==> src/rtl/branch_predict_ctrl_pkg.sv <==
// Shared encodings for the branch predictor: counter states, reset value,
// controller FSM states and the B-type funct3 codes.
package branch_predict_ctrl_pkg;

    // 2-bit saturating counter encodings
    typedef enum logic [1:0] {
        CtrSnt = 2'b00,
        CtrWnt = 2'b01,
        CtrWt  = 2'b10,
        CtrSt  = 2'b11
    } ctr_e;

    // Every table entry starts weakly not-taken
    localparam logic [1:0] CTR_RESET = CtrWnt;

    // Resolution sequencer states
    typedef enum logic {
        StRun      = 1'b0,
        StRedirect = 1'b1
    } state_e;

    // RV32I branch funct3 codes
    localparam logic [2:0] F3_BEQ  = 3'b000;
    localparam logic [2:0] F3_BNE  = 3'b001;
    localparam logic [2:0] F3_BLT  = 3'b100;
    localparam logic [2:0] F3_BGE  = 3'b101;
    localparam logic [2:0] F3_BLTU = 3'b110;
    localparam logic [2:0] F3_BGEU = 3'b111;

endpackage

==> src/rtl/branch_predict_ctrl_sat_counter2.sv <==
// 2-bit saturating up/down counter, one per branch history table entry.
module sat_counter2
    import branch_predict_ctrl_pkg::*;
(
    input  logic       clk,
    input  logic       rst,
    input  logic       inc,
    input  logic       dec,
    output logic [1:0] value
);

    logic [1:0] cnt_q;
    logic [1:0] cnt_d;

    // Next count: step toward taken/not-taken, holding at either end
    always_comb begin
        cnt_d = cnt_q;
        if (inc && (cnt_q != CtrSt)) begin
            cnt_d = cnt_q + 2'd1;
        end else if (dec && (cnt_q != CtrSnt)) begin
            cnt_d = cnt_q - 2'd1;
        end
    end

    // Counter state, weakly not-taken out of reset
    always_ff @(posedge clk or negedge rst) begin
        if (!rst) begin
            cnt_q <= CTR_RESET;
        end else begin
            cnt_q <= cnt_d;
        end
    end

    assign value = cnt_q;

endmodule

==> src/rtl/branch_predict_ctrl.sv <==
// Branch direction predictor (table of 2-bit counters) plus the EX-stage
// resolution sequencer that trains the table and issues redirect/flush.
module branch_predict_ctrl
    import branch_predict_ctrl_pkg::*;
#(
    parameter int unsigned BHT_ENTRIES = 16,
    parameter int unsigned IDX_W       = 4,
    parameter int unsigned XLEN        = 32
) (
    input  logic            clk,
    input  logic            rst,
    input  logic            stall,
    input  logic [XLEN-1:0] if_pc,
    output logic            if_pred_taken,
    input  logic            ex_valid,
    input  logic            ex_branch,
    input  logic            ex_taken,
    input  logic            ex_pred_taken,
    input  logic [XLEN-1:0] ex_pc,
    input  logic [XLEN-1:0] ex_target,
    output logic            redirect_valid,
    output logic [XLEN-1:0] redirect_pc,
    output logic            flush,
    output logic [31:0]     branch_cnt,
    output logic [31:0]     mispred_cnt
);

    state_e          state_q;
    logic [IDX_W-1:0] if_idx;
    logic [IDX_W-1:0] ex_idx;
    logic            res;
    logic            mis;
    logic [1:0]      bht [BHT_ENTRIES];

    // Word-aligned PCs: byte offset and bits above the index don't select an entry
    logic unused_pc_bits;
    assign unused_pc_bits = ^{if_pc[XLEN-1:IDX_W+2], if_pc[1:0]};

    assign if_idx = if_pc[IDX_W+1:2];
    assign ex_idx = ex_pc[IDX_W+1:2];

    // Wrong-path EX contents during the redirect cycle are never resolved
    assign res = ex_valid & ex_branch & ~stall & (state_q == StRun);
    assign mis = res & (ex_taken != ex_pred_taken);

    // No bypass: a same-cycle update shows up on the next cycle
    assign if_pred_taken = bht[if_idx][1];

    for (genvar i = 0; i < BHT_ENTRIES; i++) begin : g_bht
        logic hit;
        assign hit = res & (ex_idx == IDX_W'(i));
        sat_counter2 u_ctr (
            .clk   (clk),
            .rst   (rst),
            .inc   (hit & ex_taken),
            .dec   (hit & ~ex_taken),
            .value (bht[i])
        );
    end

    // Resolution FSM with registered redirect/flush and event counters
    always_ff @(posedge clk or negedge rst) begin
        if (!rst) begin
            state_q        <= StRun;
            redirect_valid <= 1'b0;
            flush          <= 1'b0;
            redirect_pc    <= '0;
            branch_cnt     <= '0;
            mispred_cnt    <= '0;
        end else begin
            case (state_q)
                StRun: begin
                    if (mis) begin
                        state_q        <= StRedirect;
                        redirect_valid <= 1'b1;
                        flush          <= 1'b1;
                        redirect_pc    <= ex_taken ? ex_target : ex_pc + XLEN'(4);
                    end else begin
                        redirect_valid <= 1'b0;
                        flush          <= 1'b0;
                    end
                end
                StRedirect: begin
                    // One-cycle pulse, leaves even under stall
                    state_q        <= StRun;
                    redirect_valid <= 1'b0;
                    flush          <= 1'b0;
                end
                default: begin
                    state_q        <= StRun;
                    redirect_valid <= 1'b0;
                    flush          <= 1'b0;
                end
            endcase
            if (res) branch_cnt  <= branch_cnt + 32'd1;
            if (mis) mispred_cnt <= mispred_cnt + 32'd1;
        end
    end

endmodule

==> config.mk <==
export PLATFORM = sky130hd
export DESIGN_NAME = branch_predict_ctrl
export DESIGN_NICKNAME = d
export VERILOG_FILES = /design/src/rtl/branch_predict_ctrl_pkg.sv /design/src/rtl/branch_predict_ctrl_sat_counter2.sv /design/src/rtl/branch_predict_ctrl.sv
export SDC_FILE = /design/constraint.sdc
export NUM_CORES = 1
export LEC_CHECK = 0
export BUFFER_PORTS_ARGS = -buffer_cell sky130_fd_sc_hd__buf_2
export CORE_ASPECT_RATIO = 2
export CORE_UTILIZATION = 40
export DETAILED_ROUTE_END_ITERATION = 6
export PLACE_DENSITY = 0.68
export SKIP_LAST_GASP = 1
export SYNTH_ARGS = -nofsm -noshare
export SYNTH_HDL_FRONTEND = slang
export SYNTH_SLANG_ARGS = --single-unit
==> constraint.sdc <==
create_clock -name clk -period 3.2 [get_ports clk]
set_input_delay 0.48 -clock clk [delete_from_list [all_inputs] [get_ports clk]]
set_output_delay 0.48 -clock clk [all_outputs]
set_load 0.01 [all_outputs]
# [Word level (Yosys, flattened, before mapping)]
# Cells that the tools add are included.
[classes] bitwise_logic=56 order_cmp=1 muxes=38 add_sub_neg=35 n_reduce_logical=66 n_eq_ne=32
[ops] operator="2-bit two-way mux" n=34
[ops] operator="32-bit by 1-bit adder with 32-bit output, second input constant" n=2
[ops] operator="2-bit nonzero test" n=32
[ops] operator="1-bit bitwise AND" n=52
[ops] operator="2-bit by 1-bit adder with 2-bit output, second input constant" n=16
[ops] operator="32-bit by 3-bit adder with 32-bit output, second input constant" n=1
[ops] operator="4-bit == test, second input constant" n=8
[ops] operator="1-bit logical AND" n=32
[ops] operator="32-bit two-way mux" n=1
[ops] operator="2-bit inequality test, second input constant" n=16
[ops] operator="2-bit by 1-bit subtractor with 2-bit output, second input constant" n=16
[ops] operator="4-bit by 3-bit == test with 1-bit output, second input constant" n=4
[ops] operator="2-bit binary-select mux with 4-bit select" n=1
[ops] operator="4-bit by 2-bit == test with 1-bit output, second input constant" n=2
[ops] operator="5-bit >= comparator, second input constant" n=1
[ops] operator="4-bit NOT with 5-bit output" n=1
[ops] operator="4-bit by 1-bit == test with 1-bit output, second input constant" n=1
[ops] operator="4-bit zero test" n=1
[ops] operator="1-bit NOT" n=3
[ops] operator="1-bit one-hot mux with 2 select lines" n=1
[ops] operator="2-bit AND reduction" n=1
[ops] operator="1-bit two-way mux" n=1
[ops] operator="1-bit inequality test" n=1
[word_totals] ff_bits=129 wordCells=248 input_bits=103 out_inout_bits=99

# [Depth between registers and ports, before layout]
[depth] ltp_word=8 mapped_depth=9 depth_no_buf=6

# [By module]
# A second synthesis with hierarchy kept.
[unflattened] cells_unflattened=684 hier_area_um2=6762.7
[modules_own_cells] module="branch_predict_ctrl" instances=1 cells_per_inst=540 area_per_inst_um2=5261.3 seq_area_each_um2=2427.3
[modules_own_cells] module="sat_counter2" instances=16 cells_per_inst=9 area_per_inst_um2=93.8 seq_area_each_um2=51.3

# [Least setup slack after synthesis]
# Ideal clock, no wire load.
[synth_timing] path_kind="input to output" startpoint="input if_pc[2]" endpoint="output if_pred_taken" n_path_buf=0 cell_stages=2 t_required_ns=2.720 path_slack_ns=1.276 t_arrival_ns=1.444 cell_sequence="mux4_2 mux4_2"
[synth_between] elab_chain_cells=4
[synth_lines] element="start: declaration" line="branch_predict_ctrl.sv:13" text="input logic [XLEN-1:0] if_pc,"
[synth_lines] element="4-bit NOT with 5-bit output (not written as such)" line="branch_predict_ctrl.sv:47" text="assign if_pred_taken = bht[if_idx][1];"
[synth_lines] element="2-bit binary-select mux with 4-bit select" line="branch_predict_ctrl.sv:47"
[synth_lines] element="2-bit two-way mux (not written as such) (2 in a row)" line="branch_predict_ctrl.sv:47"
[synth_lines] element="end: declaration" line="branch_predict_ctrl.sv:14" text="output logic if_pred_taken,"
# Every way passes these cells. The select of a mux whose other input is x is not followed.

# [Worst setup path in the final report]
[layout_timing] startpoint="register g_bht[14].u_ctr.cnt_q[1]" endpoint="output if_pred_taken"
[layout_between] elab_chain_cells=3
[layout_lines] element="start: declaration" line="branch_predict_ctrl_sat_counter2.sv:12" text="logic [1:0] cnt_q;"
[layout_lines] element="start signal: assignment" line="branch_predict_ctrl_sat_counter2.sv:30" text="cnt_q <= cnt_d;"
[layout_lines] element="2-bit binary-select mux with 4-bit select" line="branch_predict_ctrl.sv:47"
[layout_lines] element="2-bit two-way mux (not written as such) (2 in a row)" line="branch_predict_ctrl.sv:47"
# Every way passes these cells. The select of a mux whose other input is x is not followed.

==> results.md <==
- Status: completed
- Power, Total: 4.61 mW
- Synth Area in Compound Gates: 11.6%
- Synth Flop Type: dfrtp_1
- Setup-failing EPs final: 0
- First DRT Iteration DRCs: 269
- Nets@finish: 981
- Drt first pass iters: 5
- Vias in the first global route: 5504
- Post-synth top area share: 42.0%
- Worst Tran Pin Value: 709 ps
- Placer Congestion: between 0.8 and 0.9
- Post-Synth Simple-Gate Area: about a fifth
- Worst hold path type: in -> async
- Hpwl dp: 12700 µm
- Final period util: around 77%
- Setup TNS: 0 ps
- Critical Path Slowest Stage Cell: mux4_2
- Total gr overflow: 0
- Max_cap viols: 0
- Post-DRT Antenna Nets: 0
- Arr. time, crit path: between 1500 and 2000 ps
- Syn nets: 809
- CTS sink cnt: 129
- Die width: 93.7 µm
- CTS tree: done
- Clock skew: approximately 5.6 ps
- Slew HR: 52.6%
- Core Region: 16400 µm²
- Crit. End Element: output port
- Async SR Flop Fraction: 100%
- Mapped Cells: 699
- Data required, critical path: 2720 ps
- Largest family of logic cells by synthesized area: simple AND/OR/NAND/NOR gates
- Critical path's most frequent cell: mux4_2
- Via count: between 5000 and 6000
- Power density over the cells: 549 nW/µm²
- Yosys warnings: 0
- DRC violations left: 0
- Number of synthesized register bits: approximately 130
- Leakage Power: 3.86 nW
- Starting Density: 41.1%
- Fmax: slightly above 400 MHz
- Max clock buf depth: 2
- Layout cells sized above 1: 28.6%
- Cell variety after synth: 47
- Synthesized area: about 6700 µm²
- Post-CTS setup buffer count: 0
- DR WL/cell: around 16 µm
- Routed WL: 17400 µm
- I/O pin count: 202
- Placed inst area: about 7800 µm²
- Synth area leader: dfrtp_1
- Post-Synth Adder-Cell Area: 2.05%
- Largest net degree at the start of global routing: 64
- Initial antenna violation count: 1
- PortBufs: 173
- Hold-fix buffers, CTS: 0
- Multiplexer area fraction after synthesis: between 2 and 2.5%
- First-pass GRT wire length: 27400 µm
- CTS H-tree lvls: 4
- Count leader, synth: dfrtp_1
- Crit path largest cell delay: 530 ps
- Critical path, cell by cell: mux4_2, mux4_2, buf_2
- Peak VDD IR: 0.367 mV
- Die span in y: 185 µm
- Layout area overhead: 24.7%
- CP top delay family: multiplexers
- Top cells by area, synth: dfrtp_1, xnor2_1, dfstp_2
- Setup Crit Path Kind: reg -> out
- Clock transition at the registers of the reported paths: 60 ps
- Clock root buffer: clkbuf_16
- Commonest cells post-synth: dfrtp_1, nand2_1, nor2_1
- Post-cts repair resize count: 0
- Die area: 17400 µm²
- Seq/Total Area, Yosys: around half
- Synth Area in XOR/XNOR: 11.6%
- Startpoint Class: flop
- RSZ-0062 raised after global routing: no
- Post-synth EDFFs: 0
- Gr usage total: 20.6%
- Design Area, Final: 8390 µm²
- Via density: about 5.3
- Fin. Hold Viols: 0
- Skew-Pair Late Insertion Delay: 420 ps
- Min cycle time layout: between 2000 and 2500 ps
- Total CTS buffers: 17
- Row count: 66
- # fillers: 1588
- Pins over their slew limit: 0
- CP Buf/Inv Count: 1
- CP max FO: 5
- Syn Area/Cell: roughly 9.6 µm²
[cells in the final DEF, fill, tap and decap left out, drive strengths merged, types with 6 or more instances in the layout]
cell | Yosys | final
o21ai | 56 | 56
and3 | 17 | 17
inv | 11 | 13
clkinv | 1 | 9
nand2 | 84 | 84
nor2 | 63 | 63
nor4 | 6 | 6
xnor2 | 57 | 57
nand4 | 33 | 33
nand3 | 37 | 37
a31oi | 17 | 17
nor3 | 8 | 8
o22ai | 14 | 14
a211oi | 7 | 7
a21oi | 43 | 43
dfrtp | 113 | 113
and4 | 6 | 6
clkbuf | 15 | 17
dfstp | 16 | 16
xor2 | 32 | 32
buf | 18 | 186
ha | 7 | 7
[metal layers]
| metal | share of wire, % | track usage (%) | vias up |
|---|---|---|---|
| met5 | 0 | 0 | - |
| met4 | 2.4 | 10.2 | 0 |
| met3 | 4.0 | 3.94 | 27 |
| met2 | 56 | 37.2 | 161 |
| met1 | 38 | 22.4 | 2813 |
| li1 | - | - | 2804 |
[kinds of logic (layout without fill, tap and decap cells)]
logic type | count (synthesis) | after routing
compound gates | 142 | 142
xor+xnor | 89 | 89
fa+ha+maj | 12 | 12
buf+inv | 45 | 230
flops | 129 | 129
mux | 8 | 8
other cells | 0 | 1
simple gates | 274 | 274
[state kept, by name, summed over array words and instances, names as in the netlist]
name               flops
g_bht.u_ctr.value     32
redirect_pc           32
mispred_cnt           32
state_q                1
branch_cnt            32
[path summary, 6_finish.rpt]
path	startpoint	end	slack, ps	cells after the start
max in group asynchronous	rst	g_bht[14].u_ctr.value[0]	2420	2
max reg2reg	state_q	redirect_pc[12]	880	5
max	g_bht[14].u_ctr.value[1]	if_pred_taken	730	3
min in group clk	ex_target[13]	redirect_pc[13]	320	3
min reg2reg	branch_cnt[31]	branch_cnt[31]	470	1
min	rst	g_bht[6].u_ctr.value[1]	50	1
[power by group]
part | switching [mW] | internal, mW | total (mW)
sequential | 0.159 | 1.83 | 1.99
clock | 0.767 | 1.15 | 1.92
combinational | 0.398 | 0.298 | 0.696
[layout make-up]
cell class / instances / area, µm² / area share [%]
inverter: 12 / 45.0 / 0.537
timing repair buffer: 186 / 982 / 11.7
tap: 204 / 255 / 3.04
clock inverter: 15 / 163 / 1.94
sequential: 129 / 3250 / 38.7
clock buffer: 17 / 425 / 5.07
multi-input combinational: 525 / 3270 / 39.0
antenna: 1 / 2.50 / 0.0298
[stage by stage]
stage	setup slack (ps)	instances	utilization, %	hold WS [ps]
after floorplan	1280	699	-	184
after global placement	726	1056	47.7	455
after detailed placement	716	1056	47.7	460
after CTS	689	1088	51.3	67.4
after global routing	652	1089	51.3	92.1
final	726	1089	51.3	54.7
Power figures use the tool's default switching activity.
